<file path="src/rtl/uart_core_param.sv">
// uart_core_param: parametrised full-duplex UART with TX/RX FIFOs.
// Frame = start, DATA_BITS (LSB first), optional parity, STOP_BITS stops.
// RX FIFO is show-ahead; each entry carries {overrun, parity, framing} flags.
// Optional macro UART_LOOPBACK_EN adds a 'loopback' input that routes the
// internal tx into the receiver and parks the tx pin high.
module uart_core_param #(
   parameter int SYSTEM_CLOCK  = 99999001,
   parameter int UART_BAUDRATE = 115200,
   parameter int DATA_BITS     = 8,
   parameter int PARITY        = 0,
   parameter int STOP_BITS     = 1,
   parameter int OVERSAMPLE    = 16,
   parameter int FIFO_DEPTH    = 16
) (
   input  logic                        system_clk,
   input  logic                        reset,
   input  logic [DATA_BITS-1:0]        din,
   input  logic                        wr_en,
   output logic                        tx_full,
   output logic                        tx,
   output logic                        tx_busy,
   input  logic                        rx,
`ifdef UART_LOOPBACK_EN
   input  logic                        loopback,
`endif
   input  logic                        rd_en,
   output logic                        rx_valid,
   output logic [DATA_BITS-1:0]        dout,
   output logic [2:0]                  rx_error_bit,
   output logic [$clog2(FIFO_DEPTH):0] rx_fifo_level
);

   localparam int DIV_CALC = (SYSTEM_CLOCK + UART_BAUDRATE*OVERSAMPLE/2) / (UART_BAUDRATE*OVERSAMPLE);
   localparam int DIV      = (DIV_CALC < 1) ? 1 : DIV_CALC;
   localparam int DCW      = (DIV > 1) ? $clog2(DIV) : 1;
   localparam int OSW      = $clog2(OVERSAMPLE);
   localparam int AW       = $clog2(FIFO_DEPTH);
   localparam int BW       = 4;
   localparam int EW       = DATA_BITS + 3;

   typedef enum logic [2:0] {S_IDLE, S_START, S_DATA, S_PAR, S_STOP} state_e;

   // Parity bit that completes the frame for the configured mode.
   function automatic logic par_of(input logic [DATA_BITS-1:0] d);
      return (PARITY == 1) ? ~^d : ^d;
   endfunction

   // ---------------- baud tick ----------------
   logic [DCW-1:0] div_q;
   logic           tick;
   assign tick = (div_q == DCW'(DIV-1));

   // Free-running oversample divider.
   always_ff @(posedge system_clk) begin
      if (reset || tick) div_q <= '0;
      else               div_q <= div_q + DCW'(1);
   end

   // ---------------- TX FIFO ----------------
   logic [DATA_BITS-1:0] txf_mem_q [FIFO_DEPTH];
   logic [AW-1:0]        txf_wr_q, txf_rd_q;
   logic [AW:0]          txf_cnt_q;
   logic                 txf_empty, txf_push, tx_pop;
   logic [DATA_BITS-1:0] txf_head;

   assign txf_empty = (txf_cnt_q == '0);
   assign tx_full   = (txf_cnt_q == (AW+1)'(FIFO_DEPTH));
   // A pop in the same cycle frees a slot, so a write on full is still taken.
   assign txf_push  = wr_en && (!tx_full || tx_pop);
   assign txf_head  = txf_mem_q[txf_rd_q];

   // TX FIFO storage.
   always_ff @(posedge system_clk) begin
      if (!reset && txf_push) txf_mem_q[txf_wr_q] <= din;
   end

   // TX FIFO pointers and occupancy.
   always_ff @(posedge system_clk) begin
      if (reset) begin
         txf_wr_q  <= '0;
         txf_rd_q  <= '0;
         txf_cnt_q <= '0;
      end else begin
         if (txf_push) txf_wr_q <= txf_wr_q + AW'(1);
         if (tx_pop)   txf_rd_q <= txf_rd_q + AW'(1);
         txf_cnt_q <= txf_cnt_q + (AW+1)'(txf_push) - (AW+1)'(tx_pop);
      end
   end

   // ---------------- TX FSM ----------------
   state_e               tx_st_q, tx_st_d;
   logic [OSW-1:0]       tx_os_q, tx_os_d;
   logic [BW-1:0]        tx_bit_q, tx_bit_d;
   logic [DATA_BITS-1:0] tx_sh_q, tx_sh_d;
   logic                 tx_par_q, tx_par_d;
   logic                 tx_bit_end, tx_int;

   assign tx_bit_end = tick && (tx_os_q == OSW'(OVERSAMPLE-1));

   // TX state register.
   always_ff @(posedge system_clk) begin
      if (reset) begin
         tx_st_q  <= S_IDLE;
         tx_os_q  <= '0;
         tx_bit_q <= '0;
         tx_sh_q  <= '0;
         tx_par_q <= 1'b0;
      end else begin
         tx_st_q  <= tx_st_d;
         tx_os_q  <= tx_os_d;
         tx_bit_q <= tx_bit_d;
         tx_sh_q  <= tx_sh_d;
         tx_par_q <= tx_par_d;
      end
   end

   // TX next state; a pop at the end of STOP chains frames with no idle gap.
   always_comb begin
      tx_st_d  = tx_st_q;
      tx_os_d  = tx_os_q;
      tx_bit_d = tx_bit_q;
      tx_sh_d  = tx_sh_q;
      tx_par_d = tx_par_q;
      tx_pop   = 1'b0;
      if (tx_st_q != S_IDLE && tick) tx_os_d = tx_os_q + OSW'(1);
      case (tx_st_q)
         S_IDLE: if (tick && !txf_empty) begin
            tx_pop  = 1'b1;
            tx_st_d = S_START;
            tx_os_d = '0;
         end
         S_START: if (tx_bit_end) begin
            tx_st_d  = S_DATA;
            tx_bit_d = '0;
         end
         S_DATA: if (tx_bit_end) begin
            tx_sh_d = tx_sh_q >> 1;
            if (tx_bit_q == BW'(DATA_BITS-1)) begin
               tx_bit_d = '0;
               tx_st_d  = (PARITY != 0) ? S_PAR : S_STOP;
            end else begin
               tx_bit_d = tx_bit_q + BW'(1);
            end
         end
         S_PAR: if (tx_bit_end) begin
            tx_st_d  = S_STOP;
            tx_bit_d = '0;
         end
         S_STOP: if (tx_bit_end) begin
            if (tx_bit_q == BW'(STOP_BITS-1)) begin
               if (!txf_empty) begin
                  tx_pop  = 1'b1;
                  tx_st_d = S_START;
               end else begin
                  tx_st_d = S_IDLE;
               end
            end else begin
               tx_bit_d = tx_bit_q + BW'(1);
            end
         end
         default: tx_st_d = S_IDLE;
      endcase
      if (tx_pop) begin
         tx_sh_d  = txf_head;
         tx_par_d = par_of(txf_head);
      end
   end

   // Serial line level for the current TX state.
   always_comb begin
      case (tx_st_q)
         S_START: tx_int = 1'b0;
         S_DATA:  tx_int = tx_sh_q[0];
         S_PAR:   tx_int = tx_par_q;
         default: tx_int = 1'b1;
      endcase
   end

   assign tx_busy = !txf_empty || (tx_st_q != S_IDLE);

   logic rx_src;
`ifdef UART_LOOPBACK_EN
   assign tx     = loopback ? 1'b1 : tx_int;
   assign rx_src = loopback ? tx_int : rx;
`else
   assign tx     = tx_int;
   assign rx_src = rx;
`endif

   // ---------------- RX front end ----------------
   logic rx_s1_q, rx_s2_q, rx_s3_q, rx_fall;
   assign rx_fall = rx_s3_q && !rx_s2_q;

   // Two-flop synchroniser plus one delay stage for edge detection.
   always_ff @(posedge system_clk) begin
      if (reset) begin
         rx_s1_q <= 1'b1;
         rx_s2_q <= 1'b1;
         rx_s3_q <= 1'b1;
      end else begin
         rx_s1_q <= rx_src;
         rx_s2_q <= rx_s1_q;
         rx_s3_q <= rx_s2_q;
      end
   end

   // ---------------- RX FSM ----------------
   state_e               rx_st_q, rx_st_d;
   logic [OSW-1:0]       rx_os_q, rx_os_d;
   logic [BW-1:0]        rx_bit_q, rx_bit_d;
   logic [DATA_BITS-1:0] rx_sh_q, rx_sh_d;
   logic                 rx_perr_q, rx_perr_d;
   logic                 rx_push, rx_half_end, rx_bit_end;
   logic [EW-1:0]        rx_word;

   assign rx_half_end = tick && (rx_os_q == OSW'(OVERSAMPLE/2-1));
   assign rx_bit_end  = tick && (rx_os_q == OSW'(OVERSAMPLE-1));
   // Overrun starts clear; framing is the inverted first stop sample.
   assign rx_word     = {1'b0, rx_perr_q, ~rx_s2_q, rx_sh_q};

   // RX state register.
   always_ff @(posedge system_clk) begin
      if (reset) begin
         rx_st_q   <= S_IDLE;
         rx_os_q   <= '0;
         rx_bit_q  <= '0;
         rx_sh_q   <= '0;
         rx_perr_q <= 1'b0;
      end else begin
         rx_st_q   <= rx_st_d;
         rx_os_q   <= rx_os_d;
         rx_bit_q  <= rx_bit_d;
         rx_sh_q   <= rx_sh_d;
         rx_perr_q <= rx_perr_d;
      end
   end

   // RX next state: centre-sample each bit once, push at the first stop bit.
   always_comb begin
      rx_st_d   = rx_st_q;
      rx_os_d   = rx_os_q;
      rx_bit_d  = rx_bit_q;
      rx_sh_d   = rx_sh_q;
      rx_perr_d = rx_perr_q;
      rx_push   = 1'b0;
      if (rx_st_q != S_IDLE && tick) rx_os_d = rx_os_q + OSW'(1);
      case (rx_st_q)
         S_IDLE: if (rx_fall) begin
            rx_st_d = S_START;
            rx_os_d = '0;
         end
         S_START: if (rx_half_end) begin
            if (rx_s2_q) begin
               rx_st_d = S_IDLE;
            end else begin
               rx_st_d   = S_DATA;
               rx_os_d   = '0;
               rx_bit_d  = '0;
               rx_perr_d = 1'b0;
            end
         end
         S_DATA: if (rx_bit_end) begin
            rx_sh_d = {rx_s2_q, rx_sh_q[DATA_BITS-1:1]};
            if (rx_bit_q == BW'(DATA_BITS-1)) begin
               rx_bit_d = '0;
               rx_st_d  = (PARITY != 0) ? S_PAR : S_STOP;
            end else begin
               rx_bit_d = rx_bit_q + BW'(1);
            end
         end
         S_PAR: if (rx_bit_end) begin
            rx_perr_d = rx_s2_q ^ par_of(rx_sh_q);
            rx_st_d   = S_STOP;
         end
         S_STOP: if (rx_bit_end) begin
            rx_push = 1'b1;
            rx_st_d = S_IDLE;
         end
         default: rx_st_d = S_IDLE;
      endcase
   end

   // ---------------- RX FIFO ----------------
   logic [EW-1:0] rxf_mem_q [FIFO_DEPTH];
   logic [AW-1:0] rxf_wr_q, rxf_rd_q;
   logic [AW:0]   rxf_cnt_q;
   logic          rxf_empty, rxf_full, rxf_pop, rxf_push, rxf_ovr;
   logic [EW-1:0] rxf_head;

   assign rxf_empty = (rxf_cnt_q == '0);
   assign rxf_full  = (rxf_cnt_q == (AW+1)'(FIFO_DEPTH));
   assign rxf_pop   = rd_en && !rxf_empty;
   assign rxf_push  = rx_push && (!rxf_full || rxf_pop);
   assign rxf_ovr   = rx_push && rxf_full && !rxf_pop;
   assign rxf_head  = rxf_mem_q[rxf_rd_q];

   // RX FIFO storage; a dropped word marks overrun on the newest entry.
   always_ff @(posedge system_clk) begin
      if (!reset) begin
         if (rxf_push)     rxf_mem_q[rxf_wr_q] <= rx_word;
         else if (rxf_ovr) rxf_mem_q[rxf_wr_q - AW'(1)][EW-1] <= 1'b1;
      end
   end

   // RX FIFO pointers and occupancy.
   always_ff @(posedge system_clk) begin
      if (reset) begin
         rxf_wr_q  <= '0;
         rxf_rd_q  <= '0;
         rxf_cnt_q <= '0;
      end else begin
         if (rxf_push) rxf_wr_q <= rxf_wr_q + AW'(1);
         if (rxf_pop)  rxf_rd_q <= rxf_rd_q + AW'(1);
         rxf_cnt_q <= rxf_cnt_q + (AW+1)'(rxf_push) - (AW+1)'(rxf_pop);
      end
   end

   assign rx_valid      = !rxf_empty;
   assign rx_fifo_level = rxf_cnt_q;
   assign dout          = rxf_empty ? '0 : rxf_head[DATA_BITS-1:0];
   assign rx_error_bit  = rxf_empty ? '0 : rxf_head[EW-1:DATA_BITS];

endmodule

</file>
<file path="config.mk">
export PLATFORM = sky130hd
export DESIGN_NAME = uart_core_param
export DESIGN_NICKNAME = d
export VERILOG_FILES = /design/src/rtl/uart_core_param.sv
export SDC_FILE = /design/constraint.sdc
export NUM_CORES = 1
export LEC_CHECK = 0
export BUFFER_PORTS_ARGS = -buffer_cell sky130_fd_sc_hd__buf_2
export CAP_MARGIN = 20
export CORE_ASPECT_RATIO = 2
export CORE_MARGIN = 10
export CORE_UTILIZATION = 42
export DETAILED_ROUTE_END_ITERATION = 12
export PLACE_DENSITY = 0.54
export SYNTH_ARGS = -nofsm -noshare
export SYNTH_HDL_FRONTEND = slang
export SYNTH_SLANG_ARGS = --single-unit
</file>
<file path="constraint.sdc">
create_clock -name system_clk -period 7.5 [get_ports system_clk]
set_input_delay 0.75 -clock system_clk [delete_from_list [all_inputs] [get_ports system_clk]]
set_output_delay 0.75 -clock system_clk [all_outputs]
set_load 0.02 [all_outputs]
</file>
* Word-level counts from Yosys, hierarchy flattened
Memory sizes are Yosys's and may differ from the RTL's. A register that Yosys moved wholly into a read port is not among the register bits.
Cells that the tools add are included.
** Storage, ports and cells
- Register bits :: 75
- RAM bits :: 304
- Input bits :: 13
- Output and inout port bits :: 20
- Logic and storage cells :: 186
- Memories :: 2
** Memories
- rxf_mem_q :: depth 16, bits a word 11, read ports 1, clocked after Yosys merged registers in 1, write ports 1, line 284 : logic [EW-1:0] rxf_mem_q [FIFO_DEPTH];
- txf_mem_q :: depth 16, bits a word 8, read ports 1, clocked after Yosys merged registers in 1, write ports 1, line 60 : logic [DATA_BITS-1:0] txf_mem_q [FIFO_DEPTH];
** Operators by class
- Add/sub/neg operators :: 14
- Equal/unequal tests :: 32
- Multiplexer cells :: 69
- Bitwise logic cells :: 2
- Reduce and logical (&&, ||, !) cells :: 47
** Operators by type and width (number)
- 4-bit two-way mux :: 21
- 3-bit two-way mux :: 14
- 4-bit by 1-bit adder with 4-bit output (second input constant) :: 8
- 8-bit two-way mux :: 4
- 2-bit inequality test (second input constant) :: 15
- 3-bit case mux with 5 select lines :: 2
- 1-bit two-way mux :: 19
- 4-bit case mux with 2 select lines :: 2
- 8-bit parity :: 2
- 1-bit logical AND :: 13
- 3-bit by 2-bit == test with 1-bit output (second input constant) :: 4
- 4-bit by 3-bit == test with 1-bit output (second input constant) :: 3
- 4-bit case mux with 3 select lines :: 1
- 11-bit two-way mux :: 1
- 11-bit OR reduction :: 1
- 5-bit by 1-bit adder with 5-bit output :: 2
- 5-bit == test (second input constant) :: 2
- 5-bit logical NOT :: 2
- 5-bit by 1-bit subtractor with 5-bit output :: 2
- 3-bit nonzero test :: 3
- 4-bit == test (second input constant) :: 2
- 4-bit AND reduction :: 2
- 2-bit nonzero test :: 4
- 1-bit logical NOT :: 7
- other kinds (19) :: 28

* Longest topological paths before layout
- Depth in word-level cells :: 12
- Mapped depth :: 16
- Mapped depth without buffers :: 15

* Worst setup path before layout
OpenSTA, ideal clock, no wires.
- Kind :: register -> register
- From :: register div_q[0]
- To :: register rxf_cnt_q[4] (netlist: rx_fifo_level[4])
- Setup time :: 70 ps
- Data arrival time :: 3321 ps
- Required time :: 7430 ps
- Path slack :: 4109 ps
- Cell stages (with the launch flop) :: 16
- Path buffers :: 1
- Period minus slack after synthesis :: 3391 ps
- Cells stage by stage :: dfxtp_1 -> ha_1 -> nand4b_4 -> or2_1 -> or3_1 -> clkbuf_1 -> nor3_2 -> inv_1 -> ha_1 -> inv_1 -> ha_1 -> fa_1 -> a21oi_1 -> nor2_1 -> or3_1 -> a21oi_1
** Between the ends
- Word-level cells in the longest chain between the ends :: 7
** Ends and longest elaborated chain
- start: declaration :: line 49 : logic [DCW-1:0] div_q;
- start signal: assignment :: line 56 : else div_q <= div_q + DCW'(1);
- 6-bit == test :: line 51 : assign tick = (div_q == DCW'(DIV-1));
- 1-bit logical AND :: line 217 : assign rx_bit_end = tick && (rx_os_q == OSW'(OVERSAMPLE-1));
- 1-bit two-way mux :: line 275 : S_STOP: if (rx_bit_end) begin
- 1-bit two-way mux :: line 247 : case (rx_st_q)
- 1-bit logical AND :: line 293 : assign rxf_push = rx_push && (!rxf_full || rxf_pop);
- 5-bit by 1-bit adder with 5-bit output :: line 314 : rxf_cnt_q <= rxf_cnt_q + (AW+1)'(rxf_push) - (AW+1)'(rxf_pop);
- 5-bit by 1-bit subtractor with 5-bit output :: line 314
- end signal: assignment :: line 314
- end: declaration :: line 286 : logic [AW:0] rxf_cnt_q;
Every way passes these cells.
A chain may end at the register's enable or synchronous reset.

* Worst setup path after layout
- From :: register div_q[0]
- To :: memory rxf_mem_q[13][5] (netlist name) (enable)
** Between the ends
- Word-level cells in the longest chain between the ends :: 12
- Elaborated cells on any way between the ends :: 17
- Classes of those cells :: eq/ne: 1; mux: 11; reduce/logical: 5
** Ends and longest elaborated chain
- 6-bit == test * :: line 51
- 1-bit logical AND * :: line 217
- 1-bit two-way mux * :: line 275
- 1-bit two-way mux * :: line 247
- 1-bit logical AND (2 in series) :: line 294 : assign rxf_ovr = rx_push && rxf_full && !rxf_pop;
- 1-bit two-way mux :: line 301 : else if (rxf_ovr) rxf_mem_q[rxf_wr_q - AW'(1)][EW-1] <= 1'b1;
- 1-bit two-way mux :: line 300 : if (rxf_push) rxf_mem_q[rxf_wr_q] <= rx_word;
- 1-bit two-way mux :: line 299 : if (!reset) begin
- 1-bit two-way mux (implied by the code) :: line 301
- 11-bit OR reduction (no line)
- 4-bit two-way mux (no line) or 2-bit two-way mux (tied branches)
- end: declaration :: line 284
Every way passes the cells marked *; elsewhere a longest branch is shown, timed or not.

==> results.py <==
metrics = {
    "synth": {
        "synth_seq_cells": 387,
        "seq_area_frac_synth": 0.676,
        "synthFlopType": "edfxtp_1",
        "async_flop_share": 0,
        "syn-num-nets": 1052,
        "yosys.area_share.adder": 0.0229,
        "avgSynthCellArea_sq_um": 15.8,
        "synth_edf_count": 304,
        "yosys.area_share.simple": 0.0841,
        "yosysWarnings": 0,
        "synthXorXnorAreaFrac": 0.0231,
        "netlist_area_sq_um": 16000,
        "synth.area.mux_share": 0.137,
        "synth_compound_area_frac": 0.0365,
        "netlist_instances": 1011,
        "synth_top_family_by_area": "multiplexers",
        "ys_types": 62,
    },
    "timing": {
        "slew_violations": 0,
        "relSlewSlack": 0.326,
        "rsz0062_at_grt": "no",
        "tightest_slew_ps": 997,
        "finClkSkew_ps": 22.5,
        "tns_ps": 0,
        "hold_viol_final": 0,
        "final.period_utilization": 0.575,
        "finalSetupViolations": 0,
        "max_freq_mhz": 232,
        "period_minus_slack_ps": 4310,
    },
    "global_route": {
        "grt_pass1_wl_um": 53700,
        "met1_usage": 0.141,
        "use_met3": 0.0189,
        "gr-total-overflow": 0,
        "top_usage_layer": "met2",
        "track_usage": 0.155,
        "grt_pass1_vias": 8876,
        "antenna_found_initial": 0,
        "grt_max_degree": 68,
        "gr-usage-met2": 0.328,
    },
    "setup_path": {
        "critPathTopFamily": "simple AND/OR/NAND/NOR gates",
        "crit_path_start_kind": "register",
        "critPathSlowestCell": "nor2_1",
        "worstSetupPathType": "register to register",
        "cp_max_fo": 26,
        "slowest_delay_ps": 790,
        "critPathCaptureType": "register",
        "cp_cell_sequence": "ha_1, nand4b_4, nor4_1, nand3_1, inv_1, nand2_1, nor3_1, a31oi_1, nor2_1",
        "arrival_ps": 4470,
        "crit_required_ps": 7660,
        "crit_buf_inv": 1,
    },
    "place": {
        "postPlaceCellArea_sq_um": 16600,
        "place.gp.congestion": 0.819,
        "numPortBuffers": 32,
        "dp_hpwl_um": 25300,
    },
    "clock_network": {
        "numCtsBuffers": 36,
        "clk_path_buf_depth": 3,
        "cts_tree": "done",
        "cts-resized-gates": 0,
        "cts_root_buf": "clkbuf_16",
        "postCtsSetupBuffers": 0,
        "clk_latency_ps": 540,
        "htree_num_levels": 2,
        "cts.sinks": 387,
        "path_clk_slew_ps": 70,
        "holdBufCountCts": 0,
    },
    "floorplan": {
        "io_pins": 33,
        "die_y_um": 296,
        "start_util": 0.422,
        "die-area_sq_um": 46700,
        "fp.dieW_um": 158,
        "rows": 101,
        "coreArea_sq_um": 37800,
    },
    "route": {
        "routed_wl_um": 35300,
        "routedWlPerCell_um": 23.0,
        "viasPerCell": 5.39,
        "drc": 0,
        "dr.pass1.iters": 4,
        "ant_nets": 0,
        "dr.first_iter.drc_count": 465,
        "num_vias": 8266,
    },
    "run_status": {
        "outcome": "finished clean",
    },
    "finish": {
        "area_growth_pct": 11.4,
        "layout.nets": 1084,
        "final_area_sq_um": 17800,
        "seq_area_sq_um": 10800,
        "n_fill_cell": 3231,
        "diodes": 0,
        "multiInputGateArea_sq_um": 4850,
        "drive_gt1_frac": 0.193,
    },
    "job": {
        "drv_cap": 0,
    },
    "hold_path": {
        "hold_class": "register to register",
    },
    "pwr": {
        "power_density_nw_per_um2": 284,
        "ir_worst_vdd_v": 0.000192,
        "power_leakage_nw": 5.67,
    },
}
## final cells by class
type | instances | area share
timing repair buffer | 42 | 0.0132
clock inverter | 14 | 0.00937
sequential | 387 | 0.608
multi-input combinational | 546 | 0.273
clock buffer | 51 | 0.0580
tap | 463 | 0.0326
inverter | 30 | 0.00634
## stage by stage
step                hold slack, ps  total power [mW]   util  setup slack [ps]  instances
global route                   407              5.25  0.470              2730       1533
finish                         411              5.04  0.470              3190       1533
CTS                            390              5.12  0.470              3130       1533
detailed placement             397              3.26  0.439              3140       1468
global placement               396              3.26  0.439              3330       1468
floorplan                      389              2.98      -              4110       1011
## power by group
part / total [mW] / switching, mW / internal [mW]
Sequential: 2.43 / 0.0900 / 2.34
Combinational: 0.753 / 0.410 / 0.343
Clock: 1.86 / 0.792 / 1.07
Total: 5.04 / 1.29 / 3.75
## cells in the final DEF (no fill, tap or decap), drive strengths merged, types with 22 or more instances in the layout
cell / Yosys / routed
nand2: 40 / 40
mux2i: 22 / 22
inv: 30 / 30
ha: 26 / 26
edfxtp: 304 / 304
nor2: 133 / 133
clkbuf: 21 / 51
dfxtp: 83 / 83
buf: 27 / 42
xnor2: 28 / 28
mux4: 87 / 87
a21oi: 26 / 26
## per-layer routing
layer  vias to the layer above  part of all wire
li1                       3898                 -
met3                        62             0.024
met2                       111              0.63
met4                         0             0.030
met1                      4195              0.32
met5                         -                 0
## worst paths after layout
path	to	start	depth (start not counted)	slack, ps
max reg2reg	rxf_mem_q[13][5]	div_q[0]	9	3190
min reg2reg	rx_s2_q	rx_s1_q	1	410
min	rx_s2_q	rx_s1_q	1	410
max	rxf_mem_q[13][5]	div_q[0]	9	3190
## Yosys cell counts, types with 19 or more instances
| cell type | n | area, sq um |
|---|---|---|
| edfxtp_1 | 304 | 9130 |
| mux2i_1 | 22 | 220 |
| ha_1 | 26 | 325 |
| inv_1 | 30 | 113 |
| nand2_1 | 40 | 150 |
| xnor2_1 | 28 | 245 |
| nor2_1 | 132 | 495 |
| dfxtp_1 | 83 | 1660 |
| a21oi_1 | 26 | 130 |
| nor2b_1 | 19 | 119 |
| mux4_2 | 87 | 1960 |
| clkbuf_1 | 21 | 78.8 |
## cell families after synthesis
group | after synthesis
flops | 387
compound gates | 90
simple gates | 277
buf+inv | 78
xor+xnor | 42
fa+ha+maj | 28
mux | 109
## state kept, by name, summed over array words and instances (netlist names), 5 cells and up, named ones only
register,flops
tx_sh_q,8
txf_mem_q,128
rx_sh_q,8
rx_fifo_level,5
txf_cnt_q,5
rxf_mem_q,176
div_q,6
Note: power is estimated with default switching activity, not from simulation.
